==> config.mk <==
export PLATFORM = sky130hd
export DESIGN_NAME = sdp_bist_flat
export DESIGN_NICKNAME = d
export VERILOG_FILES = /design/src/rtl/sdp_bist_pkg.sv /design/src/rtl/sdp_bist_if.sv /design/src/rtl/sdp_bist_addr_gen.sv /design/src/rtl/sdp_bist.sv /design/src/flat_wrapper.sv
export SDC_FILE = /design/constraint.sdc
export NUM_CORES = 1
export LEC_CHECK = 0
export ABC_AREA = 0
export CAP_MARGIN = 20
export CORE_MARGIN = 5
export CORE_UTILIZATION = 25
export DETAILED_ROUTE_END_ITERATION = 7
export PLACE_DENSITY = 0.5
export SLEW_MARGIN = 30
export SYNTH_ARGS = -nofsm -noshare
export SYNTH_HDL_FRONTEND = slang
export SYNTH_SLANG_ARGS = --single-unit
==> constraint.sdc <==
create_clock -name clk -period 2.2 [get_ports clk]
set_input_delay 0.44 -clock clk [delete_from_list [all_inputs] [get_ports clk]]
set_output_delay 0.44 -clock clk [all_outputs]
set_load 0.01 [all_outputs]
==> src/rtl/sdp_bist_pkg.sv <==
`default_nettype none
// ============================================================================
// Module      : sdp_bist_pkg
// Description : Shared types and helpers for the simple-dual-port memory BIST.
//               Holds the controller state encoding and the checkerboard
//               pattern generator used for the write/compare data.
// Revision    : 1.0 - initial release
// ============================================================================
package sdp_bist_pkg;

    localparam int c_state_w    = 3;
    localparam int c_max_dbits  = 64;

    typedef enum logic [c_state_w-1:0] {
        ST_IDLE  = 3'd0,
        ST_WR0   = 3'd1,
        ST_RD0W1 = 3'd2,
        ST_RD1   = 3'd3,
        ST_DONE  = 3'd4
    } state_t;

    // Alternating pattern: bit i is 1 for even i, 0 for odd i, limited to
    // the lowest 'width' bits (0x55 for an 8-bit word).
    function automatic logic [c_max_dbits-1:0] gen_pattern(input int width);
        logic [c_max_dbits-1:0] p;
        p = '0;
        for (int i = 0; i < c_max_dbits; i++) begin
            if (i < width) begin
                p[i] = (i % 2 == 0);
            end
        end
        return p;
    endfunction

endpackage
`default_nettype wire

==> src/rtl/sdp_bist_if.sv <==
`default_nettype none
// ============================================================================
// Module      : sdp_bist_if
// Description : Control/status and SDP memory bus of the BIST controller.
//               master : BIST side (drives status and memory address/data)
//               slave  : host/memory side (drives start and read data)
// Ports       : start, busy, done, fail, fail_addr, fail_phase,
//               mem_we, mem_wa, mem_wd, mem_ra, mem_rd
// Revision    : 1.0 - initial release
// ============================================================================
interface sdp_bist_if #(
    parameter int WABITS = 4,
    parameter int WDBITS = 8
);
    logic              start;
    logic              busy;
    logic              done;
    logic              fail;
    logic [WABITS-1:0] fail_addr;
    logic              fail_phase;
    logic              mem_we;
    logic [WABITS-1:0] mem_wa;
    logic [WDBITS-1:0] mem_wd;
    logic [WABITS-1:0] mem_ra;
    logic [WDBITS-1:0] mem_rd;

    modport master (
        input  start, mem_rd,
        output busy, done, fail, fail_addr, fail_phase,
        output mem_we, mem_wa, mem_wd, mem_ra
    );

    modport slave (
        output start, mem_rd,
        input  busy, done, fail, fail_addr, fail_phase,
        input  mem_we, mem_wa, mem_wd, mem_ra
    );
endinterface
`default_nettype wire

==> src/rtl/sdp_bist_addr_gen.sv <==
`default_nettype none
// ============================================================================
// Module      : sdp_bist_addr_gen
// Description : Loadable up/down address counter with terminal count.
//               The counter saturates at its terminal value (all-ones when
//               counting up, zero when counting down) instead of wrapping.
// Ports       : clk, rst       - clock, synchronous active-high reset
//               i_load/i_load_val - load has priority over counting
//               i_en, i_up     - count enable and direction
//               o_cnt, o_tc    - current address, terminal count reached
// Revision    : 1.0 - initial release
// ============================================================================
module sdp_bist_addr_gen #(
    parameter int WABITS = 4
) (
    input  wire logic              clk,
    input  wire logic              rst,
    input  wire logic              i_load,
    input  wire logic [WABITS-1:0] i_load_val,
    input  wire logic              i_en,
    input  wire logic              i_up,
    output logic      [WABITS-1:0] o_cnt,
    output logic                   o_tc
);
    logic [WABITS-1:0] r_cnt;
    logic              w_tc;

    assign w_tc = i_up ? (r_cnt == {WABITS{1'b1}}) : (r_cnt == '0);

    always_ff @(posedge clk) begin
        if (rst) begin
            r_cnt <= '0;
        end else if (i_load) begin
            r_cnt <= i_load_val;
        end else if (i_en && !w_tc) begin
            r_cnt <= i_up ? (r_cnt + WABITS'(1)) : (r_cnt - WABITS'(1));
        end
    end

    assign o_cnt = r_cnt;
    assign o_tc  = w_tc;
endmodule
`default_nettype wire

==> src/rtl/sdp_bist.sv <==
`default_nettype none
// ============================================================================
// Module      : sdp_bist
// Description : March-style BIST for a simple-dual-port RAM with one-cycle
//               read latency: write P everywhere (WR0), read-compare P and
//               write ~P ascending (RD0W1), read-compare ~P descending (RD1).
// Ports       : clk, rst - clock, synchronous active-high reset
//               bus      - sdp_bist_if.master (start/busy/done/fail status
//                          and SDP write/read ports)
// Revision    : 1.0 - initial release
// ============================================================================
module sdp_bist
    import sdp_bist_pkg::*;
#(
    parameter int WABITS = 4,
    parameter int WDBITS = 8,
    parameter int RABITS = WABITS,
    parameter int RDBITS = WDBITS
) (
    input  wire logic   clk,
    input  wire logic   rst,
    sdp_bist_if.master  bus
);
    localparam logic [WDBITS-1:0] c_pat = WDBITS'(gen_pattern(WDBITS));

    generate
        if ((RABITS != WABITS) || (RDBITS != WDBITS) || (WDBITS > c_max_dbits)) begin : g_param_err
            $error("sdp_bist: read/write port widths must match and WDBITS <= 64");
        end
    endgenerate

    state_t            r_state, w_state_nxt;
    logic              r_tail, w_tail_nxt;      // extra cycle closing a read phase
    logic              r_cmp_vld, r_cmp_phase;  // read issued last cycle
    logic [WABITS-1:0] r_cmp_addr;
    logic              r_fail, r_fail_phase;
    logic [WABITS-1:0] r_fail_addr;

    logic              w_start_acc, w_mismatch;
    logic              w_cnt_load, w_cnt_en, w_cnt_up, w_cnt_tc;
    logic [WABITS-1:0] w_cnt_load_val, w_cnt;
    logic              w_we;
    logic [WABITS-1:0] w_wa, w_ra;
    logic [WDBITS-1:0] w_wd;

    sdp_bist_addr_gen #(.WABITS(WABITS)) u_addr_gen (
        .clk        (clk),
        .rst        (rst),
        .i_load     (w_cnt_load),
        .i_load_val (w_cnt_load_val),
        .i_en       (w_cnt_en),
        .i_up       (w_cnt_up),
        .o_cnt      (w_cnt),
        .o_tc       (w_cnt_tc)
    );

    always_ff @(posedge clk) begin
        if (rst) begin
            r_state <= ST_IDLE;
            r_tail  <= 1'b0;
        end else begin
            r_state <= w_state_nxt;
            r_tail  <= w_tail_nxt;
        end
    end

    always_comb begin
        w_state_nxt    = r_state;
        w_tail_nxt     = r_tail;
        w_start_acc    = 1'b0;
        w_cnt_load     = 1'b0;
        w_cnt_load_val = '0;
        w_cnt_en       = 1'b0;
        w_cnt_up       = 1'b1;
        w_we           = 1'b0;
        w_wa           = '0;
        w_wd           = '0;
        w_ra           = '0;
        case (r_state)
            ST_IDLE: begin
                w_cnt_load = 1'b1;
                w_tail_nxt = 1'b0;
                if (bus.start) begin
                    w_start_acc = 1'b1;
                    w_state_nxt = ST_WR0;
                end
            end
            ST_WR0: begin
                w_we     = 1'b1;
                w_wa     = w_cnt;
                w_wd     = c_pat;
                // No read is needed here; ~addr keeps the read port off the write address.
                w_ra     = ~w_cnt;
                w_cnt_en = 1'b1;
                if (w_cnt_tc) begin
                    w_cnt_load  = 1'b1;
                    w_state_nxt = ST_RD0W1;
                end
            end
            ST_RD0W1: begin
                // Write-back of ~P trails the read of the same address by one cycle.
                w_we = r_cmp_vld;
                if (r_cmp_vld) begin
                    w_wa = r_cmp_addr;
                    w_wd = ~c_pat;
                end
                if (r_tail) begin
                    w_tail_nxt     = 1'b0;
                    w_cnt_load     = 1'b1;
                    w_cnt_load_val = '1;
                    w_state_nxt    = ST_RD1;
                end else begin
                    w_ra     = w_cnt;
                    w_cnt_en = 1'b1;
                    if (w_cnt_tc) begin
                        w_tail_nxt = 1'b1;
                    end
                end
            end
            ST_RD1: begin
                w_cnt_up = 1'b0;
                if (r_tail) begin
                    w_tail_nxt  = 1'b0;
                    w_state_nxt = ST_DONE;
                end else begin
                    w_ra     = w_cnt;
                    w_cnt_en = 1'b1;
                    if (w_cnt_tc) begin
                        w_tail_nxt = 1'b1;
                    end
                end
            end
            ST_DONE: begin
                w_state_nxt = ST_IDLE;
            end
            default: begin
                w_state_nxt = ST_IDLE;
            end
        endcase
    end

    // Read data returns one cycle after the address, so remember what was read.
    always_ff @(posedge clk) begin
        if (rst) begin
            r_cmp_vld   <= 1'b0;
            r_cmp_phase <= 1'b0;
            r_cmp_addr  <= '0;
        end else begin
            r_cmp_vld   <= ((r_state == ST_RD0W1) || (r_state == ST_RD1)) && !r_tail;
            r_cmp_phase <= (r_state == ST_RD1);
            r_cmp_addr  <= w_cnt;
        end
    end

    assign w_mismatch = r_cmp_vld && (bus.mem_rd != (r_cmp_phase ? ~c_pat : c_pat));

    // Only the first mismatch of a run is recorded.
    always_ff @(posedge clk) begin
        if (rst || w_start_acc) begin
            r_fail       <= 1'b0;
            r_fail_addr  <= '0;
            r_fail_phase <= 1'b0;
        end else if (w_mismatch && !r_fail) begin
            r_fail       <= 1'b1;
            r_fail_addr  <= r_cmp_addr;
            r_fail_phase <= r_cmp_phase;
        end
    end

    assign bus.busy       = (r_state == ST_WR0) || (r_state == ST_RD0W1) || (r_state == ST_RD1);
    assign bus.done       = (r_state == ST_DONE);
    assign bus.fail       = r_fail;
    assign bus.fail_addr  = r_fail_addr;
    assign bus.fail_phase = r_fail_phase;
    assign bus.mem_we     = w_we;
    assign bus.mem_wa     = w_wa;
    assign bus.mem_wd     = w_wd;
    assign bus.mem_ra     = w_ra;
endmodule
`default_nettype wire

==> src/flat_wrapper.sv <==
// flat-port wrapper written by rule: the top's interface ports become plain ports
module sdp_bist_flat import sdp_bist_pkg::*;
#(
    parameter int WABITS = 4,
    parameter int WDBITS = 8,
    parameter int RABITS = WABITS,
    parameter int RDBITS = WDBITS
)
  (clk, rst, bus_start, bus_mem_rd, bus_busy, bus_done, bus_fail, bus_fail_addr, bus_fail_phase, bus_mem_we, bus_mem_wa, bus_mem_wd, bus_mem_ra);
  sdp_bist_if #(.WABITS(WABITS), .WDBITS(WDBITS)) bus_i ();
  input  wire logic clk;
  input  wire logic rst;
  input wire logic [$bits(bus_i.start)-1:0] bus_start;
  input wire logic [$bits(bus_i.mem_rd)-1:0] bus_mem_rd;
  output wire logic [$bits(bus_i.busy)-1:0] bus_busy;
  output wire logic [$bits(bus_i.done)-1:0] bus_done;
  output wire logic [$bits(bus_i.fail)-1:0] bus_fail;
  output wire logic [$bits(bus_i.fail_addr)-1:0] bus_fail_addr;
  output wire logic [$bits(bus_i.fail_phase)-1:0] bus_fail_phase;
  output wire logic [$bits(bus_i.mem_we)-1:0] bus_mem_we;
  output wire logic [$bits(bus_i.mem_wa)-1:0] bus_mem_wa;
  output wire logic [$bits(bus_i.mem_wd)-1:0] bus_mem_wd;
  output wire logic [$bits(bus_i.mem_ra)-1:0] bus_mem_ra;
  assign bus_i.start = bus_start;
  assign bus_i.mem_rd = bus_mem_rd;
  assign bus_busy = bus_i.busy;
  assign bus_done = bus_i.done;
  assign bus_fail = bus_i.fail;
  assign bus_fail_addr = bus_i.fail_addr;
  assign bus_fail_phase = bus_i.fail_phase;
  assign bus_mem_we = bus_i.mem_we;
  assign bus_mem_wa = bus_i.mem_wa;
  assign bus_mem_wd = bus_i.mem_wd;
  assign bus_mem_ra = bus_i.mem_ra;
  sdp_bist #(.WABITS(WABITS), .WDBITS(WDBITS), .RABITS(RABITS), .RDBITS(RDBITS)) u_core (.clk(clk), .rst(rst), .bus(bus_i));
endmodule
==> summary.txt, run 1 <==
Clocking
  • Htree depth: 1
  • Hold-fix buffers, CTS: 0
  • Worst-skew pair later-pin latency: 0.25 ns
  • Num CTS Buffers: 3
  • Root Driver: clkbuf_8
  • Post-CTS Setup Inserts: 0
  • Clock Sinks: 20
  • CTS max path bufs: 2
  • Worst-path clk slew: 0.07 ns
  • CTS tree: done

Logic synthesis
  • Post-Syn Instances: 146
  • Commonest register cell after synthesis: dfxtp_1
  • Register area share after synthesis: 0.339
  • Syn avg cell area: 8.08 µm²
  • YS warnings: 0
  • Asr flop ratio synth: 0
  • EDFF count, synth: 0
  • FF+latch count, synth: 20
  • Post-Syn Area: 0.00118 mm²
  • Syn nets: 160
  • Netlist cell types: 40

Final layout
  • Layout Area Growth over Synthesis: 41.5%
  • Commonest cells after routing, fill and taps aside: nor2_1 (26), clkdlybuf4s50_1 (26), dfxtp_1 (19), a21oi_1 (13), buf_4 (11)
  • Layout Utilization: 0.358
  • Layout cells sized above 1: 0.138
  • Nets: 196
  • N_diodes: 0

Timing
  • RSZ-0062 raised after global routing: false
  • Final Critical Period: 2.05 ns
  • Slew HR: 0.736
  • Max frequency: 488 MHz
  • Final setup viols: 0
  • Worst Tran Pin Value: 0.393 ns
  • Fin Clk Skew: 0.00110 ns
  • Setup TNS Final: 0 ns
  • Final Cycle Share: 0.932
  • Setup ws final: 0.149 ns
  • Count of pins over their slew limit: 0
  • Final hold vios: 0

Floorplanning
  • Die span in x: 78.7 µm
  • Die ar.: 0.00619 mm²
  • Rows: 25
  • # IOs: 36
  • CORE AREA: 0.00466 mm²
  • Die H: 78.7 µm
  • Starting Density: 0.253

Job
  • Max-Cap Viols: 0

Route
  • First-pass iteration count of the detailed router: 4
  • Vias: 1159
  • Antenna viol nets, final: 0
  • WL final: 3230 µm
  • DRC violations left: 0
  • Initial DRC count: 32
  • Via/cell ratio: 4.93
  • DR WL/cell: 13.7 µm

GRT
  • Initial antenna violation count: 0
  • GR Overflow Total: 0
  • First-pass GRT wire length: 5510 µm
  • Vias in the first global route: 1155
  • Largest net degree at the start of global routing: 15
  • Global Route Usage Sum: 0.109

Setup path
  • WS Path Type: flip-flop to primary output
  • Crit. End Element: primary output
  • Worst EP arrival: 1.61 ns
  • CP max stage delay: 0.56 ns
  • Critical path peak fanout: 9
  • Required time worst endpoint: 1.76 ns
  • Startpoint Class: flip-flop
  • CP max stage cell: clkdlybuf4s50_1
  • CP cell instances: nor2_1 -> and3_2 -> clkdlybuf4s50_1

Placement
  • PortBufs: 35
  • Pre-CTS setup slack: 0.0901 ns
  • Post-DP HPWL: 2560 µm
  • RD Place Congestion: 0.786

Power
  • Pwr dens: 462 mW/mm²
  • Leak Pwr: 0.814 nW
  • Maximum vdd ir drop: 231 µV

Hold path
  • Hold WC Path Type: flip-flop to flip-flop

Run status
  • Status: complete, no violations
[power by group]
group / switching [W] / internal, W
registers: 0.00000831 / 0.000367
logic: 0.0000528 / 0.0000637
clock network: 0.000120 / 0.000159
[kinds of logic (layout without fill, tap and decap cells)]
family / count (synthesis) / in the layout / share of synthesized area
simple gates: 59 / 59 / 0.255
flops: 20 / 20 / 0.339
xor+xnor: 1 / 1 / 0.00742
fa+ha+maj: 3 / 3 / 0.0382
mux: 6 / 6 / 0.0509
compound gates: 35 / 35 / 0.207
buf+inv: 22 / 57 / 0.103
[worst max-delay path: cells and delay by family (launching register included)]
kind | cells | cell delay [ns]
buffers and inverters | 1 | 0.56
DFF | 1 | 0.36
and+or+nand+nor | 2 | 0.42
[layer usage]
| layer | up-vias | part of all wire | routed length, µm | GRT usage |
|---|---|---|---|---|
| met3 | 4 | 0.071 | 230 | 0.0351 |
| met2 | 29 | 0.46 | 1480 | 0.179 |
| met5 | - | 0 | 0 | 0 |
| met4 | 0 | 0.0074 | 24 | 0.0192 |
| li1 | 578 | - | - | - |
| met1 | 548 | 0.46 | 1490 | 0.141 |
[cell type report]
class,instances,area (µm²)
fill,477,2990
multi-input combinational,104,667
timing repair buffer,46,452
sequential,20,402
tap,54,67.6
clock buffer,4,55.1
inverter,7,26.3
[synthesized netlist by cell type, drive strengths merged (3+ instances only)]
master	instances	area share
mux2i	6	0.051
buf	11	0.068
nand2b	4	0.021
dfxtp	20	0.34
a21oi	14	0.069
nand2	5	0.016
inv	7	0.022
and2	3	0.016
a211oi	4	0.025
nor2	28	0.089
clkbuf	4	0.013
a22o	4	0.030
[repair_timing]
action	CTS	global route
pin swaps	0	1
resized for setup	5	11
setup endpoints to repair	9	10
cloned	0	0
[registers in the layout, indices dropped and copies added (netlist names)]
name                     flops
u_core.bus.fail_addr         4
u_core.r_cmp_addr            4
u_core.u_addr_gen.o_cnt      4
u_core.r_state               3
u_core.bus.fail              1
u_core.bus.fail_phase        1
u_core.r_cmp_phase           1
u_core.r_cmp_vld             1
u_core.r_tail                1
[stage by stage]
step	total power [W]	std cells	cell area, µm²	hold slack [ns]
floorplan	0.000440	146	1180	0.461
detailed placement	0.000502	231	1590	0.469
global placement	0.000502	231	1590	0.467
global route	0.000810	235	1670	0.518
CTS	0.000780	235	1640	0.480
finish	0.000770	235	1670	0.473
[worst paths after layout]
check | slack (ns) | from | endpoint | cells after the start
worst max-delay path | 0.15 | u_core.r_state[2] | bus_mem_wd[7] | 3
worst min-delay path | 0.47 | u_core.bus.fail | u_core.bus.fail | 2
worst max register to register | 0.19 | u_core.r_state[1] | u_core.u_addr_gen.o_cnt[3] | 9
worst min register to register | 0.47 | u_core.bus.fail | u_core.bus.fail | 2
No activity file was read; power rests on OpenSTA's default activity.
==> run 2: changes to the inputs <==
==> constraint.sdc (replaced) <==
create_clock -name clk -period 2.25 [get_ports clk]
set_input_delay 0.45 -clock clk [delete_from_list [all_inputs] [get_ports clk]]
set_output_delay 0.45 -clock clk [all_outputs]
set_load 0.1 [all_outputs]
==> run 2 against run 1 <==
Net effect: register-to-register slack barely moved; critical endpoint is now bus_mem_ra[3]; utilization rose by 4.4 points; sequential share of layout area fell by 2.7 points; largest power group unchanged; sequential cell count did not move; die area did not move; final area rose by 12%.
==> summary.txt, run 2 (same netlist as run 1, synthesis figures left out) <==
Run status
  • Status: complete, no violations

Final layout
  • Layout Utilization: 0.402 (+0.0443)
  • Final Cell Area: 0.00188 mm² (+12%)
  • Commonest cells after routing, fill and taps aside: nor2_1 (21), dfxtp_1 (20), buf_12 (19), a21oi_1 (13), buf_4 (13)
  • Commonest non-fill, non-tap cell in the layout: nor2_1
  • Nets: 193 (-1.5%)
  • Layout cells sized above 1: 0.315 (+0.176)
  • Layout Area Growth over Synthesis: 59.0%
  • N_diodes: 0 (unchanged)
  • Final std cells w/o fill: 232 (-1.3%)

Placement
  • Post-DP HPWL: 2700 µm (+5.5%)
  • RD Place Congestion: 0.888 (+13%)
  • Placed cell area: 0.00179 mm² (+13%)
  • PortBufs: 35 (unchanged)
  • Placed instance count: 228 (-1.3%)

Clocking
  • Hold-fix buffers, CTS: 0 (unchanged)
  • Htree depth: 1 (unchanged)
  • Num CTS Buffers: 3 (unchanged)
  • Post_cts resized: 1 (-4)
  • Root Driver: clkbuf_8
  • Worst-skew pair later-pin latency: 0.26 ns (about the same)
  • CTS max path bufs: 2 (unchanged)
  • Clock Sinks: 20 (unchanged)
  • CTS tree: done
  • Post-CTS Setup Inserts: 0 (unchanged)
  • Worst-path clk slew: 0.07 ns (about the same)

Route
  • First-pass iteration count of the detailed router: 4 (unchanged)
  • DR WL/cell: 14.4 µm (+4.9%)
  • WL final: 3340 µm (+3.6%)
  • DRC violations left: 0 (unchanged)
  • Initial DRC count: 33 (+3.1%)
  • Antenna viol nets, final: 0 (unchanged)
  • Vias: 1168 (+0.78%)
  • Via/cell ratio: 5.03 (+2.1%)

Setup path
  • CP endpoint: bus_mem_ra[3]
  • CP cell instances: buf_6 -> clkinvlp_4 -> nor2_2 -> a21oi_1 -> nor2_2 -> buf_12
  • Crit. End Element: primary output
  • Required time worst endpoint: 1.80 ns (+0.04 ns)
  • WS Path Type: flip-flop to primary output
  • Reg2Reg Launch Point: u_core.r_state[1]
  • Critical path peak fanout: 13 (+4)
  • CP bufs+invs: 3 (+2)
  • Family with the most delay on the worst path: buffers and inverters
  • Worst EP arrival: 1.69 ns (+0.08 ns)
  • Reg2reg path depth: 9 (unchanged)
  • Worst Setup SP: u_core.r_state[1]
  • Startpoint Class: flip-flop
  • R2R Setup Slk: 0.20 ns (about the same)
  • Critical R2R Capture: u_core.u_addr_gen.o_cnt[3]
  • CP max stage delay: 0.35 ns (-0.21 ns)
  • Crit-path most repeated cell: nor2_2
  • CP max stage cell: dfxtp_1
  • Levels on crit path: 6 (+3)

GRT
  • Largest net degree at the start of global routing: 16 (+1)
  • GR Overflow Total: 0 (unchanged)
  • Global Route Usage Sum: 0.113 (+0.00372)
  • Initial antenna violation count: 0 (unchanged)
  • Vias in the first global route: 1177 (+1.9%)
  • First-pass GRT wire length: 5590 µm (+1.5%)

Floorplanning
  • Die span in x: 78.7 µm (unchanged)
  • # IOs: 36 (unchanged)
  • Starting Density: 0.253 (unchanged)
  • Die ar.: 0.00619 mm² (unchanged)
  • Rows: 25 (unchanged)
  • Die H: 78.7 µm (unchanged)
  • CORE AREA: 0.00466 mm² (unchanged)

Power
  • Total power: 0.000981 W (+27%)
  • Maximum vdd ir drop: 199 µV (-14%)
  • Pwr dens: 523 mW/mm² (+13%)
  • Leak Pwr: 0.805 nW (-1.2%)

Timing
  • Final Cycle Share: 0.952
  • RSZ-0062 raised after global routing: true
  • Max frequency: 467 MHz
  • Slew HR: 0.745 (+0.00890)
  • Worst Tran Pin Value: 0.373 ns (-0.0194 ns)
  • Count of pins over their slew limit: 0 (unchanged)
  • Final Critical Period: 2.14 ns
  • Final hold vios: 0 (unchanged)
  • Hold Worst Slack: 0.482 ns (+0.00906 ns)
  • Fin Clk Skew: 0.00252 ns (+0.00142 ns)
  • Final setup viols: 0 (unchanged)

Job
  • Max-Cap Viols: 0 (unchanged)

Hold path
  • Hold WC Path Type: flip-flop to flip-flop
## run 2: worst min-delay path by stage
| stage | start | end | slack, ns | cells past startpoint |
|---|---|---|---|---|
| after floorplan | u_core.r_cmp_addr[0] | u_core.bus.fail_addr[0] | 0.46 | 2 |
| after global placement | u_core.bus.fail | u_core.bus.fail | 0.48 | 2 |
| after detailed placement | u_core.bus.fail | u_core.bus.fail | 0.48 | 2 |
| after CTS | u_core.bus.fail | u_core.bus.fail | 0.49 | 2 |
| after global routing | u_core.bus.fail | u_core.bus.fail | 0.53 | 2 |
| final | u_core.bus.fail | u_core.bus.fail | 0.48 | 2 |
## run 2: area by class of cell
class | count | area, µm²
Clock buffer | 3 | 41.3
Clock inverter | 1 | 30.0
Fill cell | 462 | 2790
Inverter | 7 | 30.0
Multi-Input combinational cell | 104 | 717
Sequential cell | 20 | 400
Tap cell | 54 | 67.6
Timing Repair Buffer | 43 | 589
## run 2: per-stage QoR
stage / TNS, ns / setup slack (ns)
3_5_place_dp: 0 / 0.154
6_report: 0 / 0.108
5_1_grt: -0.0372 / -0.0164
2_1_floorplan: -0.126 / -0.126
4_1_cts: 0 / 0.0478
3_3_place_gp: 0 / 0.240
## run 2: report_power, final
part           leakage (nW)  internal (W)  total, W  switching, W
Sequential            0.162      0.000359  0.000368    0.00000974
Clock                0.0357      0.000237  0.000356      0.000119
Combinational         0.607     0.0000966  0.000256      0.000160
## run 2: routing by layer
metal  routed length, µm  track usage  vias up
met5                   0            0        -
met4                  68       0.0524        0
met3                 146       0.0204        8
met2                1720        0.204       36
met1                1410        0.127      548
li1                    -            -      576
## run 2: worst min-delay path, stage by stage, from the launching register on
cell and delay, ns:
dfxtp_1 0.31, inv_1 0.07, a21oi_1 0.06
